`config.mk`:
```
export PLATFORM = sky130hd
export DESIGN_NAME = fx_accum_dump
export DESIGN_NICKNAME = d
export VERILOG_FILES = /design/src/rtl/fx_accum_dump.sv
export SDC_FILE = /design/constraint.sdc
export NUM_CORES = 1
export LEC_CHECK = 0
export ABC_AREA = 1
export CAP_MARGIN = 40
export CORE_UTILIZATION = 45
export CTS_BUF_LIST = sky130_fd_sc_hd__clkbuf_2 sky130_fd_sc_hd__clkbuf_4 sky130_fd_sc_hd__clkbuf_8
export CTS_CLUSTER_SIZE = 8
export DETAILED_ROUTE_END_ITERATION = 6
export PLACE_DENSITY = 0.65
export SYNTH_ARGS = -nofsm -noshare
export SYNTH_HDL_FRONTEND = slang
export SYNTH_SLANG_ARGS = --single-unit
```
`constraint.sdc`:
```
create_clock -name i_clk -period 4.3 [get_ports i_clk]
set_clock_uncertainty 0.15 [all_clocks]
set_input_delay 0.86 -clock i_clk [delete_from_list [all_inputs] [get_ports i_clk]]
set_output_delay 0.86 -clock i_clk [all_outputs]
set_load 0.02 [all_outputs]
```
`src/rtl/fx_accum_dump.sv`:
```
// Integrate-and-dump: sums LEN signed samples, then rounds, shifts and
// saturates the frame sum to OUT_W bits with a one-cycle valid strobe.
module fx_accum_dump #(
    parameter int IN_W  = 12,
    parameter int OUT_W = 12,
    parameter int LEN   = 8,
    parameter int SHIFT = 3,
    parameter int ACC_W = 16
) (
    input  logic                    i_clk,
    input  logic                    i_rst_n,
    input  logic                    i_valid,
    input  logic signed [IN_W-1:0]  i_data,
    input  logic                    i_clear,
    output logic signed [OUT_W-1:0] o_data,
    output logic                    o_valid,
    output logic                    o_sat
);

    localparam int CNT_W = (LEN > 2) ? $clog2(LEN) : 1;
    localparam logic [CNT_W-1:0] LAST = CNT_W'(LEN - 1);
    localparam logic signed [ACC_W:0] RND = (ACC_W+1)'((1 << SHIFT) >> 1);
    localparam logic signed [ACC_W:0] MAXV = (ACC_W+1)'((1 << (OUT_W - 1)) - 1);
    localparam logic signed [ACC_W:0] MINV = ~MAXV;

    if (LEN < 2) begin : g_len_chk
        $error("fx_accum_dump: LEN must be >= 2");
    end
    if (ACC_W < IN_W + $clog2(LEN)) begin : g_acc_chk
        $error("fx_accum_dump: ACC_W too narrow for IN_W and LEN");
    end

    typedef enum logic {
        IDLE,
        ACCUM
    } state_t;

    state_t                   state_q;
    logic signed [ACC_W-1:0]  acc_q;
    logic [CNT_W-1:0]         cnt_q;
    logic signed [OUT_W-1:0]  data_q;
    logic                     valid_q;
    logic                     sat_q;

    logic signed [ACC_W-1:0]  base_d;
    logic signed [ACC_W-1:0]  sum_d;
    logic signed [ACC_W:0]    biased_d;
    logic signed [ACC_W:0]    rnd_d;
    logic signed [OUT_W-1:0]  res_d;
    logic                     clip_d;

    // Bias and shift run one bit wider than the accumulator so +RND never wraps.
    always_comb begin
        base_d   = (state_q == IDLE) ? '0 : acc_q;
        sum_d    = base_d + ACC_W'(i_data);
        biased_d = {sum_d[ACC_W-1], sum_d};
        biased_d = biased_d + RND;
        rnd_d    = biased_d >>> SHIFT;
        res_d    = rnd_d[OUT_W-1:0];
        clip_d   = 1'b0;
        if (rnd_d > MAXV) begin
            res_d  = MAXV[OUT_W-1:0];
            clip_d = 1'b1;
        end else if (rnd_d < MINV) begin
            res_d  = MINV[OUT_W-1:0];
            clip_d = 1'b1;
        end
    end

    always_ff @(posedge i_clk or negedge i_rst_n) begin
        if (!i_rst_n) begin
            state_q <= IDLE;
            acc_q   <= '0;
            cnt_q   <= '0;
            data_q  <= '0;
            valid_q <= 1'b0;
            sat_q   <= 1'b0;
        end else begin
            valid_q <= 1'b0;
            sat_q   <= 1'b0;
            if (i_clear) begin
                state_q <= IDLE;
                acc_q   <= '0;
                cnt_q   <= '0;
            end else if (i_valid) begin
                if (cnt_q == LAST) begin
                    state_q <= IDLE;
                    acc_q   <= '0;
                    cnt_q   <= '0;
                    data_q  <= res_d;
                    valid_q <= 1'b1;
                    sat_q   <= clip_d;
                end else begin
                    state_q <= ACCUM;
                    acc_q   <= sum_d;
                    cnt_q   <= cnt_q + 1'b1;
                end
            end
        end
    end

    assign o_data  = data_q;
    assign o_valid = valid_q;
    assign o_sat   = sat_q;

endmodule

```
==> results.yml, run 1 <==
run_status:
  status: "complete, no violations"
timing:
  maxSlewViolCount: 0
  max_freq_ghz: 0.271
  worst_pin_slew_ps: 586
  post-route-period-util_pct: 85.9
  relSlewSlack_pct: 60.9
  finalSetupTns_ps: 0
  rsz0062_at_grt: "false"
  fin_crit_ps: 3690
  hold_viol: 0
  setup_viol: 0
  hold_ws_ps: 330
floorplanning:
  coreArea_um2: 6030
  ios: 30
  initial_core_util_pct: 47.5
  dieArea_um2: 6690
  num_rows: 28
  dieHeight_um: 81.8
  fp.dieW_um: 81.8
cells_and_area:
  layout_commonest_cell: "nand2_1"
  layout_common_cells: "nand2_1 (177), inv_1 (94), dfrtp_1 (34)"
  drive_gt1_share_pct: 5.75
  n_fill_cell: 635
  post-route-util_pct: 55.0
  fin_nets: 521
  synthToLayoutAreaGrowth_pct: 15.7
  n_antenna_cell: 0
worst_setup_path:
  path_delay_family: "simple AND/OR/NAND/NOR gates"
  slowest_delay_ps: 440
  crit_slowest_cell: "fa_1"
  timing_worst_setup_path_type: "input pin to flip-flop"
  crit-reg2reg-capture: "o_data[6]$_DFFE_PN0P_"
  timing.rr.start: "state_q$_DFFE_PN0P_"
  r2r_slack_ps: 820
  crit_path_frequent_cell: "nand2_1"
  worstPathCellList: "clkdlybuf4s50_1, ha_1, fa_1, xor2_1, ha_1, inv_1, nor2_1, nand2_2, nor2_4, nand3_2, nor2_2, nand3_1, nand2_1, nand3_1, nand2_2, nand2_1, nand2_1, nand2_1"
  critical_path_buf_inv_count: 2
  endpoint_kind: "flip-flop"
  critPathLaunchType: "input pin"
  critical_path_arrival_ps: 3730
  cp.required_ps: 4330
  reg2reg_depth: 19
  critPathMaxFanout: 12
synthesis:
  synth_cell_types: 27
  yosysWarnings: 0
  yosysSeqAreaShare_pct: 29.7
  syn_inst: 457
  synth_fp_nets: 492
  ys_ff_latch: 34
  postSynthAreaPerCell_um2: 6.27
  netlist_area_um2: 2870
flow_run:
  max_cap_viol_count: 0
drt:
  via_per_inst: 4.92
  drtIter0Drc: 143
  drt_wl_total_um: 6710
  wire_per_inst_um: 11.9
  dr.pass1.iters: 4
  routed-via-count: 2763
  drc_errors: 0
  antenna_left: 0
clock_network:
  cts_max_level: 2
  cts_buffer_depth: 2
  post-cts-setup-buffers: 0
  post_cts_resized: 0
  clock_sinks: 34
  cts_tree: "yes"
  ctsHoldBuffers: 0
  clkSlewWorstSetupHoldPaths_ps: 70
  clk_latency_ps: 290
  cts_buffers: 5
  root_buffer: "clkbuf_8"
hold_path:
  min_from: "o_data[7]$_DFFE_PN0P_"
  hold_path_end: "o_data[7]$_DFFE_PN0P_"
  hold_depth: 2
  hold_class: "flip-flop to flip-flop"
pwr:
  power.leakage_nw: 1.98
  total_power_mw: 0.857
  vdd_drop_max_uv: 196
  p_per_area_nw_per_um2: 259
place:
  io_buffers: 29
  gp_congestion: 0.887
  dpl.hpwl_um: 5250
grt:
  antenna_found_initial: 0
  grt_pass1_wl_um: 11400
  grt_max_degree: 35
  grt-ovfl-total: 0
  grtUsageTotal_pct: 22.1
  grt_pass1_vias: 2560
[stage by stage]
stage               setup WS [ps]  instances  instance area [um^2]
finish                        607        562                  3320
global route                  319        562                  3320
CTS                           586        562                  3320
detailed placement            277        554                  3220
global placement              414        554                  3220
floorplan                    1010        457                  2870
[report_power, final]
part           internal, mW  switching [mW]
registers             0.340          0.0142
logic                0.0931           0.157
clock network         0.136           0.117
total                 0.569           0.289
[tightest hold or removal path, stage by stage, from the launching register on]
cell	delay [ps]
dfrtp_1	350
nand2_1	50
nand2_1	50
[cell families after synthesis]
group / synth area share [%]
AND/OR/NAND/NOR: 37.8
buffers and inverters: 13.8
AO/OA/AOI/OAI: 7.34
flip-flops: 29.7
adder cells (fa/ha/maj): 8.56
XOR/XNOR: 2.45
multiplexers: 0.349
[layout make-up]
type | count | area [um^2] | area share [%]
clock buffer | 7 | 90.1 | 2.72
clock inverter | 1 | 5.00 | 0.151
inverter | 94 | 353 | 10.6
multi-input combinational | 320 | 1620 | 48.8
sequential | 34 | 851 | 25.7
tap | 75 | 93.8 | 2.83
timing repair buffer | 31 | 305 | 9.21
[synthesized netlist by cell type, drive strengths merged]
| master | number | area [um^2] |
|---|---|---|
| nor2 | 23 | 111 |
| or2 | 1 | 6.26 |
| o22ai | 12 | 75.1 |
| nand3b | 1 | 7.51 |
| o211ai | 1 | 12.5 |
| nand3 | 34 | 175 |
| nor3 | 1 | 5.00 |
| xnor2 | 1 | 8.76 |
| fa | 1 | 20.0 |
| and2 | 1 | 6.26 |
| o21ai | 9 | 45.0 |
| ha | 18 | 225 |
| nand2 | 186 | 721 |
| xor2 | 7 | 61.3 |
| mux2i | 1 | 10.0 |
| inv | 94 | 353 |
| o21bai | 1 | 7.51 |
| a21oi | 14 | 70.1 |
| clkbuf | 6 | 22.5 |
| nand4 | 8 | 50.1 |
| buf | 3 | 21.3 |
| dfrtp | 34 | 851 |
[per-layer routing]
metal | up-vias | GRT usage, % | share of wire, %
met4 | 0 | 3.68 | 0.22
met5 | - | 0 | 0
li1 | 1460 | - | -
met2 | 32 | 37.6 | 49
met1 | 1268 | 29.9 | 48
met3 | 3 | 3.33 | 2.7
[sequential cells by signal, indices dropped and copies added (netlist names)]
name	cells
cnt_q	3
acc_q	16
o_sat	1
state_q	1
o_data	12
o_valid	1
[worst max path at each step]
stage | startpoint | endpoint | cells after the start
floorplan | i_data[0] | o_data[10]$_DFFE_PN0P_ | 18
global placement | i_data[0] | o_data[1]$_DFFE_PN0P_ | 18
detailed placement | i_data[0] | o_data[6]$_DFFE_PN0P_ | 18
CTS | i_data[0] | o_data[6]$_DFFE_PN0P_ | 18
global route | i_data[0] | o_data[8]$_DFFE_PN0P_ | 18
finish | i_data[0] | o_data[6]$_DFFE_PN0P_ | 18
Note: power is estimated with default switching activity, not from simulation.
==> run 2, diff against run 1 <==
RECOVER_POWER = 25   (was default)
==> results.yml, run 2 (same netlist as run 1, synthesis figures left out) <==
floorplanning:
  dieArea_um2: 6690
  initial_core_util_pct: 47.5
  dieHeight_um: 81.8
  num_rows: 28
  ios: 30
  coreArea_um2: 6030
  fp.dieW_um: 81.8
cells_and_area:
  layout_commonest_cell: "nand2_1"
  n_antenna_cell: 0
  n_fill_cell: 637
  register_area_um2: 851
  finalNonFillerCells: 562
  top_register: "acc_q"
  synthToLayoutAreaGrowth_pct: 15.6
  largest_reg_flops: 16
  drive_gt1_share_pct: 5.54
  layout_common_cells: "nand2_1 (177), inv_1 (94), dfrtp_1 (34)"
  fin_nets: 521
  multiInputGateArea_um2: 1620
worst_setup_path:
  cp.required_ps: 4330
  timing_worst_setup_path_type: "input pin to flip-flop"
  crit_path_frequent_cell: "nand2_1"
  crit_slowest_cell: "fa_1"
  r2r_slack_ps: 820
  critPathLaunchType: "input pin"
  critPathMaxFanout: 12
  slowest_delay_ps: 440
  critical_path_arrival_ps: 3730
  worstPathCellList: "clkdlybuf4s50_1, ha_1, fa_1, xor2_1, ha_1, inv_1, nor2_1, nand2_2, nor2_4, nand3_2, nor2_2, nand3_1, nand2_1, nand3_1, nand2_2, nand2_1, nand2_1, nand2_1"
  endpoint_kind: "flip-flop"
pwr:
  power.leakage_nw: 1.97
  vdd_drop_max_uv: 196
  p_per_area_nw_per_um2: 259
drt:
  drc_errors: 0
  via_per_inst: 4.91
  wire_per_inst_um: 11.9
  drtIter0Drc: 143
  routed-via-count: 2762
  antenna_left: 0
  dr.pass1.iters: 4
  drt_wl_total_um: 6710
timing:
  post-route-period-util_pct: 85.9
  maxSlewViolCount: 35
  rsz0062_at_grt: "false"
  hold_viol: 0
  fin_crit_ps: 3690
  relSlewSlack_pct: -22.0
  worst_pin_slew_ps: 1830
  hold_ws_ps: 330
  finalSetupTns_ps: 0
  max_freq_ghz: 0.271
  setup_viol: 0
clock_network:
  cts_tree: "yes"
  post_cts_resized: 0
  cts_max_level: 2
  ctsHoldBuffers: 0
  cts_buffer_depth: 2
  cts_buffers: 5
  clk_latency_ps: 290
  post-cts-setup-buffers: 0
  clock_sinks: 34
  root_buffer: "clkbuf_8"
  clkSlewWorstSetupHoldPaths_ps: 70
run_status:
  status: "finished, violations left"
  violations: "max-capacitance violations, max-slew violations"
place:
  place_inst: 554
  io_buffers: 29
  dpl.hpwl_um: 5250
  gp_congestion: 0.887
grt:
  grt-ovfl-total: 0
  grt_max_degree: 35
  grt_pass1_vias: 2560
  grt_pass1_wl_um: 11400
  antenna_found_initial: 0
  grtUsageTotal_pct: 22.1
hold_path:
  hold_class: "flip-flop to flip-flop"
flow_run:
  max_cap_viol_count: 1
## run 2: cell count changes in the layout (fill, tap and decap cells not counted)
cell | previous run | this run
buf_4 | 2 | 1
clkbuf_1 | 0 | 1
clkdlybuf4s50_1 | 29 | 28
dlygate4sd3_1 | 0 | 1
## run 2: power by group
| part | internal [mW] | switching [mW] | total (mW) |
|---|---|---|---|
| clock | 0.136 | 0.117 | 0.253 |
| sequential | 0.340 | 0.0142 | 0.354 |
| combinational | 0.0925 | 0.157 | 0.250 |
| total | 0.568 | 0.289 | 0.857 |
## run 2: critical path, delay by kind of cell
family | cells | cell delay [ps]
AND/OR/NAND/NOR | 12 | 1200
adder cells (fa/ha/maj) | 3 | 920
buffers and inverters | 2 | 450
XOR/XNOR | 1 | 300
## run 2: layout make-up
class,count,area share [%]
multi-input combinational,320,48.8
timing repair buffer,31,9.10
inverter,94,10.7
clock inverter,1,0.151
sequential,34,25.7
clock buffer,7,2.72
tap,75,2.83
## run 2: worst paths after layout
path                                       start                     to  depth (start not counted)
max                                    i_data[0]  o_data[6]$_DFFE_PN0P_                         18
min                        o_data[7]$_DFFE_PN0P_  o_data[7]$_DFFE_PN0P_                          2
max reg2reg                  state_q$_DFFE_PN0P_  o_data[6]$_DFFE_PN0P_                         19
min reg2reg                o_data[7]$_DFFE_PN0P_  o_data[7]$_DFFE_PN0P_                          2
max in group asynchronous                i_rst_n  acc_q[13]$_DFFE_PN0P_                          2
min in group asynchronous                i_rst_n  acc_q[15]$_DFFE_PN0P_                          2
## run 2: layer usage
metal,routed length [um],share of wire (%),global-route usage (%),vias to the layer above
met4,15,0.22,3.68,0
met1,3240,48,29.9,1267
met2,3270,49,37.6,32
met5,0,0,0,-
met3,175,2.6,3.33,3
li1,-,-,-,1460
## run 2: per-stage QoR
stage	cell area, um^2	power, mW	setup WS (ps)	util, %
global route	3310	0.913	319	55.0
global placement	3220	0.606	414	53.4
floorplan	2870	0.537	1010	-
finish	3310	0.857	607	55.0
CTS	3320	0.862	586	55.0
detailed placement	3220	0.611	277	53.4
==> run 3, diff against run 2 <==
CORE_ASPECT_RATIO = 0.5   (was default)
==> results.yml, run 3 (same netlist as run 1, synthesis figures left out) <==
run_status:
  status: "finished, violations left"
  violations: "max-capacitance violations, max-slew violations"
floorplanning:
  ios: 30
  fp.dieW_um: 115
  coreArea_um2: 6110
  dieHeight_um: 58.4
  dieArea_um2: 6710
  initial_core_util_pct: 46.9
  num_rows: 20
pwr:
  internal_power_mw: 0.557
  pwr-share-comb_pct: 30.4
  swShare_pct: 33.8
  vdd_drop_max_uv: 148
  p_clk_share_pct: 27.4
  p_per_area_nw_per_um2: 254
  p_seq_share_pct: 42.1
  power_switching_mw: 0.284
  power.leakage_nw: 1.97
place:
  dpl.hpwl_um: 5280
  gp_congestion: 0.869
  post-place-ws_ps: 328
  io_buffers: 29
worst_setup_path:
  reg2reg_depth: 19
  timing_worst_setup_path_type: "input pin to flip-flop"
  slowest_delay_ps: 420
  path_delay_family: "simple AND/OR/NAND/NOR gates"
  crit_slowest_cell: "fa_1"
  crit-reg2reg-capture: "o_data[10]$_DFFE_PN0P_"
  timing.rr.start: "state_q$_DFFE_PN0P_"
  critical_path_arrival_ps: 3700
  critPathLaunchType: "input pin"
  cp.required_ps: 4330
  critical_path_buf_inv_count: 2
  critPathMaxFanout: 12
  worstPathCellList: "clkdlybuf4s50_1, ha_1, fa_1, xor2_1, ha_1, inv_1, nor2_1, nand2_2, nor2_4, nand3_2, nor2_2, nand3_1, nand2_1, nand3_1, nand2_2, nand2_1, nand2_1, nand2_1"
  r2r_slack_ps: 870
  crit_path_frequent_cell: "nand2_1"
  crit_cells: 18
  endpoint_kind: "flip-flop"
flow_run:
  max_cap_viol_count: 1
timing:
  hold_ws_ps: 338
  maxSlewViolCount: 35
  hold_viol: 0
  post-route-period-util_pct: 85.4
  relSlewSlack_pct: -19.7
  fin_crit_ps: 3670
  timing.final.ws_setup_ps: 626
  setup_viol: 0
  worst_pin_slew_ps: 1800
  finalSetupTns_ps: 0
  rsz0062_at_grt: "false"
  max_freq_ghz: 0.272
drt:
  antenna_left: 0
  drc_errors: 0
  routed-via-count: 2695
  dr.pass1.iters: 4
  wire_per_inst_um: 11.8
  drt_wl_total_um: 6800
  via_per_inst: 4.70
  drtIter0Drc: 195
cells_and_area:
  top_register: "acc_q"
  n_fill_cell: 615
  layout_common_cells: "nand2_1 (177), inv_1 (94), dfrtp_1 (34)"
  drive_gt1_share_pct: 5.35
  synthToLayoutAreaGrowth_pct: 15.8
  n_antenna_cell: 0
  fin_nets: 521
  largest_reg_flops: 16
  layout_commonest_cell: "nand2_1"
clock_network:
  cts_buffers: 5
  clock_sinks: 34
  post-cts-setup-buffers: 0
  clkSlewWorstSetupHoldPaths_ps: 60
  post_cts_resized: 0
  clk_latency_ps: 280
  cts_tree: "yes"
  cts_buffer_depth: 2
  root_buffer: "clkbuf_8"
  cts_max_level: 2
  ctsHoldBuffers: 0
hold_path:
  hold_path_end: "o_data[10]$_DFFE_PN0P_"
  hold_class: "flip-flop to flip-flop"
  hold_depth: 2
  min_from: "o_data[10]$_DFFE_PN0P_"
grt:
  antenna_found_initial: 0
  grt_pass1_vias: 2399
  grtUsageTotal_pct: 21.6
  grt_max_degree: 35
  grt-ovfl-total: 0
  grt_pass1_wl_um: 11200
run 3: cell type report:
class / instances / area [um^2] / area share [%]
Clock buffer: 7 / 83.8 / 2.53
Multi-Input combinational cell: 320 / 1620 / 48.8
Tap cell: 88 / 110 / 3.32
Sequential cell: 34 / 851 / 25.7
Inverter: 94 / 353 / 10.6
Timing Repair Buffer: 31 / 302 / 9.09
run 3: power groups by stage:
stage,clock network [mW],registers [mW],logic (mW)
after global placement,0,0.360,0.255
after floorplan,0,0.363,0.174
after detailed placement,0,0.360,0.254
final,0.231,0.354,0.256
after CTS,0.240,0.354,0.255
after global routing,0.254,0.357,0.289
run 3: per-stage QoR:
stage               power, mW  util [%]  instances  cell area (um^2)
CTS                     0.849      54.4        574              3320
finish                  0.841      54.3        574              3320
detailed placement      0.613      53.0        567              3240
floorplan               0.537         -        457              2870
global route            0.899      54.3        574              3320
global placement        0.615      53.0        567              3240
run 3: worst min-delay path: stages (launching register included):
cell and delay [ps]:
dfrtp_1 350, nand2_1 50, nand2_1 50
run 3: worst max-delay path by stage:
stage               from                endpoint  slack (ps)
2_1_floorplan  i_data[0]  o_data[10]$_DFFE_PN0P_        1010
3_3_place_gp   i_data[0]   o_data[1]$_DFFE_PN0P_         390
3_5_place_dp   i_data[0]   o_data[1]$_DFFE_PN0P_         330
4_1_cts        i_data[0]   o_data[9]$_DFFE_PN0P_         630
5_1_grt        i_data[0]  o_data[10]$_DFFE_PN0P_         370
6_report       i_data[0]  o_data[10]$_DFFE_PN0P_         630
run 3: metal layers:
layer	track usage (%)	wire length, um	vias to the layer above
met5	0	0	-
met4	4.45	39	0
met3	3.40	358	4
met2	28.4	2350	55
met1	35.7	4050	1179
li1	-	-	1457
==> RTL edit 1 (settings of run 3) <==
`OUT_W`: 12 -> 11.
--- a/src/rtl/fx_accum_dump.sv
+++ b/src/rtl/fx_accum_dump.sv
@@ -2,7 +2,7 @@
 // saturates the frame sum to OUT_W bits with a one-cycle valid strobe.
 module fx_accum_dump #(
     parameter int IN_W  = 12,
-    parameter int OUT_W = 12,
+    parameter int OUT_W = 11,
     parameter int LEN   = 8,
     parameter int SHIFT = 3,
     parameter int ACC_W = 16
Interface: changed (resized o_data); port bits go from 30 to 29. No check against the original RTL was run, so the function may have changed too.
==> RTL edit 1 against run 3 <==
- the flow still finishes with violations (max-capacitance violations, max-slew violations)
- hold slack got worse by 1.4 ps
- die area up 2.3%
- synthesized area rose by 2.4%
- critical path depth did not move
- register-to-register slack lost 90 ps
- worst setup slack worse by 50 ps
- routed wire length increased by 2.9%
- total power rose by 2.8%
- sequential cell count decreased by 1
- synthesized cell count grew 3.1%
- non-clock buffer count is 1 lower
- global-route usage is 1.2 points higher
- final area rose by 2.4%
- critical endpoint is now o_data[5]
- largest power group unchanged
- highest routed layer unchanged
==> RTL edit 1: results (changes against run 3) <==
- LEAKAGE: 1.973 nW (was 1.965 nW)
- Met3 GRT Util: 3.681% (was 3.399%)
- Iteration-0 DRC count of the detailed router: 205 (was 195)
- Hold path depth: 1 (was 2)
- PD cells: 254.4 mW/mm^2 (was 253.5 mW/mm^2)
- Multi-input combinational cell count: 336 (was 320)
- Layout clock area frac: 2.983% (was 2.527%)
- Switch Pwr: 0.2951 mW (was 0.2842 mW)
- Post-Layout Cell Count: 589 (was 574)
- First-pass GRT wire length: 11.88 mm (was 11.23 mm)
- Initial antenna violation count: 0 (unchanged)
- GR Util met1: 37.01% (was 35.72%)
- Avg Cell Area, Syn: 6.227 sq um (was 6.270 sq um)
- Clk pwr: 0.256 mW (was 0.231 mW)
- Max incr delay on CP: 440 ps (was 420 ps)
- Post-CTS sizing: 0 (unchanged)
- Final Max Tran Viols: 34 (was 35)
- Hold Path End: cnt_q[0] (was o_data[10])
- VDD IR max: 184.2 uV (was 148.2 uV)
- Syn Nets: 506 (was 492)
- Signal buffers: 30 (was 31)
- Final-layout non-clock buffer area share: 8.582% (was 9.091%)
- Fin crit period: 3724 ps (was 3674 ps)
- Synth area leaders: dfrtp_1 (28%), nand2_1 (24%), inv_1 (11%) (was dfrtp_1 (30%), nand2_1 (23%), inv_1 (12%))
- Vias in the first global route: 2507 (was 2399)
- Met3 WL: 445 microns (was 358 microns)
- Synth cell types: 30 (was 27)
- Status: complete, but fails checks (unchanged)
- Hold WS: 336.4 ps (was 337.8 ps)
- Sequential share of cell area: 24.31% (was 25.65%)
- Met2 Routed Length: 2.528 mm (was 2.349 mm)
- Cell Area, Placed: 0.003299 sq mm (was 0.003237 sq mm)
- Global-route usage over all layers: 22.81% (was 21.59%)
- Power Sequential: 0.344 mW (was 0.354 mW)
- Fill count: 636 (was 615)
- Worst path top cell family by delay: adder cells (was simple AND/OR/NAND/NOR gates)
- Average wire per standard cell: 11.87 microns (was 11.84 microns)
- M2 GR Usage: 30.78% (was 28.40%)
- M1 wire length: 3.978 mm (was 4.047 mm)
- Fraction of layout cells with a size suffix above 1: 8.383% (was 5.350%)
- R2R Setup Slk: 780 ps (was 870 ps)
- Pre-CTS WS: 325.8 ps (was 328.4 ps)
- Arrival time at the worst endpoint: 3750 ps (was 3700 ps)
- Vias per inst: 4.666 (was 4.695)
- CP Max Fanout: 11 (was 12)
- DP Wirelength: 5.419 mm (was 5.285 mm)
- FF+latch count: 33 (was 34)
- Largest net degree at the start of global routing: 34 (was 35)
- Hold Crit Start: cnt_q[0] (was o_data[10])
- Number of I/O port buffers: 28 (was 29)
- Reg2reg end: o_data[5] (was o_data[10])
- Sequential fraction of the synthesis area: 28.16% (was 29.69%)
- Max cap viols: 1 (unchanged)
- Top cells by count, synth: nand2_1 (188), inv_1 (89), dfrtp_1 (33), nand3_1 (30), nor2_1 (21) (was nand2_1 (177), inv_1 (94), dfrtp_1 (34), nand3_1 (33), ha_1 (18))
- Violated checks: max-capacitance violations, max-slew violations (unchanged)
- Total power: 0.8643 mW (was 0.8410 mW)
- Worst Setup End Kind: flip-flop (unchanged)
-- RTL edit 1: cell types whose count changed in the layout (fill, tap and decap cells not counted), sizes merged, moves of 2 or more --
cell   delta
a21oi     -4
nand2    +19
nand3     -2
nand4     -5
nor2      +4
xor2      +2
-- RTL edit 1: cells by family after synthesis --
logic type      count (synthesis)  synth area share, %
flops                          33                28.16
buf+inv                       102                13.35
compound gates                 33                6.869
mux                             1               0.3413
xor+xnor                        9                2.688
simple gates                  274                40.23
fa+ha+maj                      19                8.362
-- RTL edit 1: worst register-to-register path, stage by stage, from the launching register on --
cell	delay, ps
dfrtp_1	590
nand2_1	150
inv_1	60
ha_1	230
fa_1	440
xor2_1	350
ha_1	260
nand2_1	60
inv_1	70
nand2_2	80
nor2_4	130
nand2_2	90
nor2_4	110
nand2_1	60
nand2_1	70
nand2_2	60
o21bai_4	240
nand2_1	110
nand2_1	70
nand2_1	40
==> RTL edit 2 (flow settings as in run 3) <==
Without the edit above. Register the output `o_sat` once more; this adds one clock of latency there. The other outputs are not delayed to match.
--- a/src/rtl/fx_accum_dump.sv
+++ b/src/rtl/fx_accum_dump.sv
@@ -101,7 +101,9 @@
 
     assign o_data  = data_q;
     assign o_valid = valid_q;
-    assign o_sat   = sat_q;
+    always_ff @(posedge i_clk) begin
+        o_sat <= sat_q;
+    end
 
 endmodule
 
Formal check against the unedited RTL: no difference found for any inputs over 4 cycles, from zero or initial values and one cycle with i_rst_n low; that may be too few to reach the edited logic, so the function may still have changed.
==> RTL edit 2 against run 3 <==
- the run still ends with max-capacitance violations, max-slew violations left
- total power grew 3.5%
- final area grew 0.83%
- routed wire length grew 2.5%
- first-iteration DRC count grew 45%
- worst setup slack lost 57 ps
- hold slack lost 140 ps
- synthesized area grew 0.70%
- sequential cell count grew 1
- final cell count grew 0.35%
- via count shrank 0.48%
- critical endpoint is now o_data[7]
==> RTL edit 2: results (changes against run 3) <==
- Compound-cell area share of the yosys netlist: 7.285% (was 7.336%)
- Fraction of layout cells with a size suffix above 1: 5.533% (was 5.350%)
- Clk pwr: 0.249 mW (was 0.231 mW)
- Max incr delay on CP: 440 ps (was 420 ps)
- Detailed Routing Iterations Pass 1: 4 (unchanged)
- Total number of vias: 2682 (was 2695)
- Max cap viols: 1 (unchanged)
- Reg2reg end: o_data[7] (was o_data[10])
- Hold Crit Start: sat_q (was o_data[10])
- CP startpoint: i_data[0] (unchanged)
- Top cells by count, synth: nand2_1 (177), inv_1 (94), dfrtp_1 (34), nand3_1 (33), ha_1 (18) (unchanged)
- Sequential Power Share: 41.8% (was 42.1%)
- Ys async rst share: 97.14% (was 100.0%)
- Global-route usage over all layers: 22.47% (was 21.59%)
- Fill count: 654 (was 615)
- Sequential fraction of the synthesis area: 30.18% (was 29.69%)
- VDD IR max: 118.7 uV (was 148.2 uV)
- Multiplexer share of the synthesized area: 0.3469% (was 0.3493%)
- LEAKAGE: 1.978 nW (was 1.965 nW)
- Placed Instances: 568 (was 567)
- Hold path depth: 0 (was 2)
- Post-Route WL: 6.966 mm (was 6.795 mm)
- Post-Layout Cell Count: 576 (was 574)
- Arrival time at the worst endpoint: 3760 ps (was 3700 ps)
- DP Wirelength: 5.286 mm (was 5.285 mm)
- First-pass GRT wire length: 11.65 mm (was 11.23 mm)
- Adder-cell share of the synthesized area: 8.500% (was 8.559%)
- Hold Path End: o_sat (was o_data[10])
- Synth area leaders: dfrtp_1 (29%), nand2_1 (23%), inv_1 (12%) (was dfrtp_1 (30%), nand2_1 (23%), inv_1 (12%))
- Iteration-0 DRC count of the detailed router: 282 (was 195)
- GP Congestion: 0.8184 (was 0.8692)
- DRT antenna net count: 0 (unchanged)
- Switch Pwr: 0.2946 mW (was 0.2842 mW)
- R2R Setup Slk: 790 ps (was 870 ps)
- Avg Cell Area, Syn: 6.300 sq um (was 6.270 sq um)
- Vias in the first global route: 2435 (was 2399)
- XOR/XNOR share of the synthesized area: 2.428% (was 2.445%)
- Worst Tran Pin Value: 1871 ps (was 1795 ps)
- Status: complete, but fails checks (unchanged)
- Final Max Tran Viols: 35 (unchanged)
- Violated checks: max-capacitance violations, max-slew violations (unchanged)
- Reg2Reg Depth: 19 (unchanged)
RTL edit 2: cell count changes in the layout (fill, tap and decap cells not counted):
cell | run 3 | this run
clkbuf_4 | 2 | 3
dfxtp_1 | 0 | 1
RTL edit 2: worst max-delay path by stage:
| stage | endpoint | depth (start not counted) |
|---|---|---|
| global placement | o_data[9] | 18 |
| detailed placement | o_data[1] | 18 |
| floorplan | o_data[10] | 18 |
| CTS | o_data[7] | 18 |
| global route | o_data[8] | 18 |
| finish | o_data[7] | 18 |
RTL edit 2: cell type report:
type                       count  area, sq um  share of cell area, %
tap                           88        110.1                  3.292
multi-input combinational    320         1618                  48.37
sequential                    35        870.8                  26.04
inverter                      94        352.8                  10.55
clock buffer                   8        91.34                  2.731
timing repair buffer          31        301.5                  9.016
RTL edit 2: per-stage QoR:
| stage | setup WS, ps | hold WS [ps] | instance area [sq um] | util [%] | power [mW] |
|---|---|---|---|---|---|
| after floorplan | 1014 | 174.2 | 2885 | - | 0.5462 |
| after global placement | 376.4 | 191.8 | 3257 | 53.12 | 0.6244 |
| after detailed placement | 279.6 | 183.9 | 3257 | 53.12 | 0.6239 |
| after CTS | 576.7 | 206.3 | 3348 | 54.61 | 0.8749 |
| after global routing | 299.0 | 212.3 | 3344 | 54.55 | 0.9289 |
| final | 569.5 | 198.9 | 3344 | 54.55 | 0.8705 |
RTL edit 2: metal layers:
layer / wire length [microns] / track usage [%]
met5: 0 / 0
met4: 58 / 5.009
met3: 345 / 2.987
met2: 2422 / 28.83
met1: 4139 / 37.97
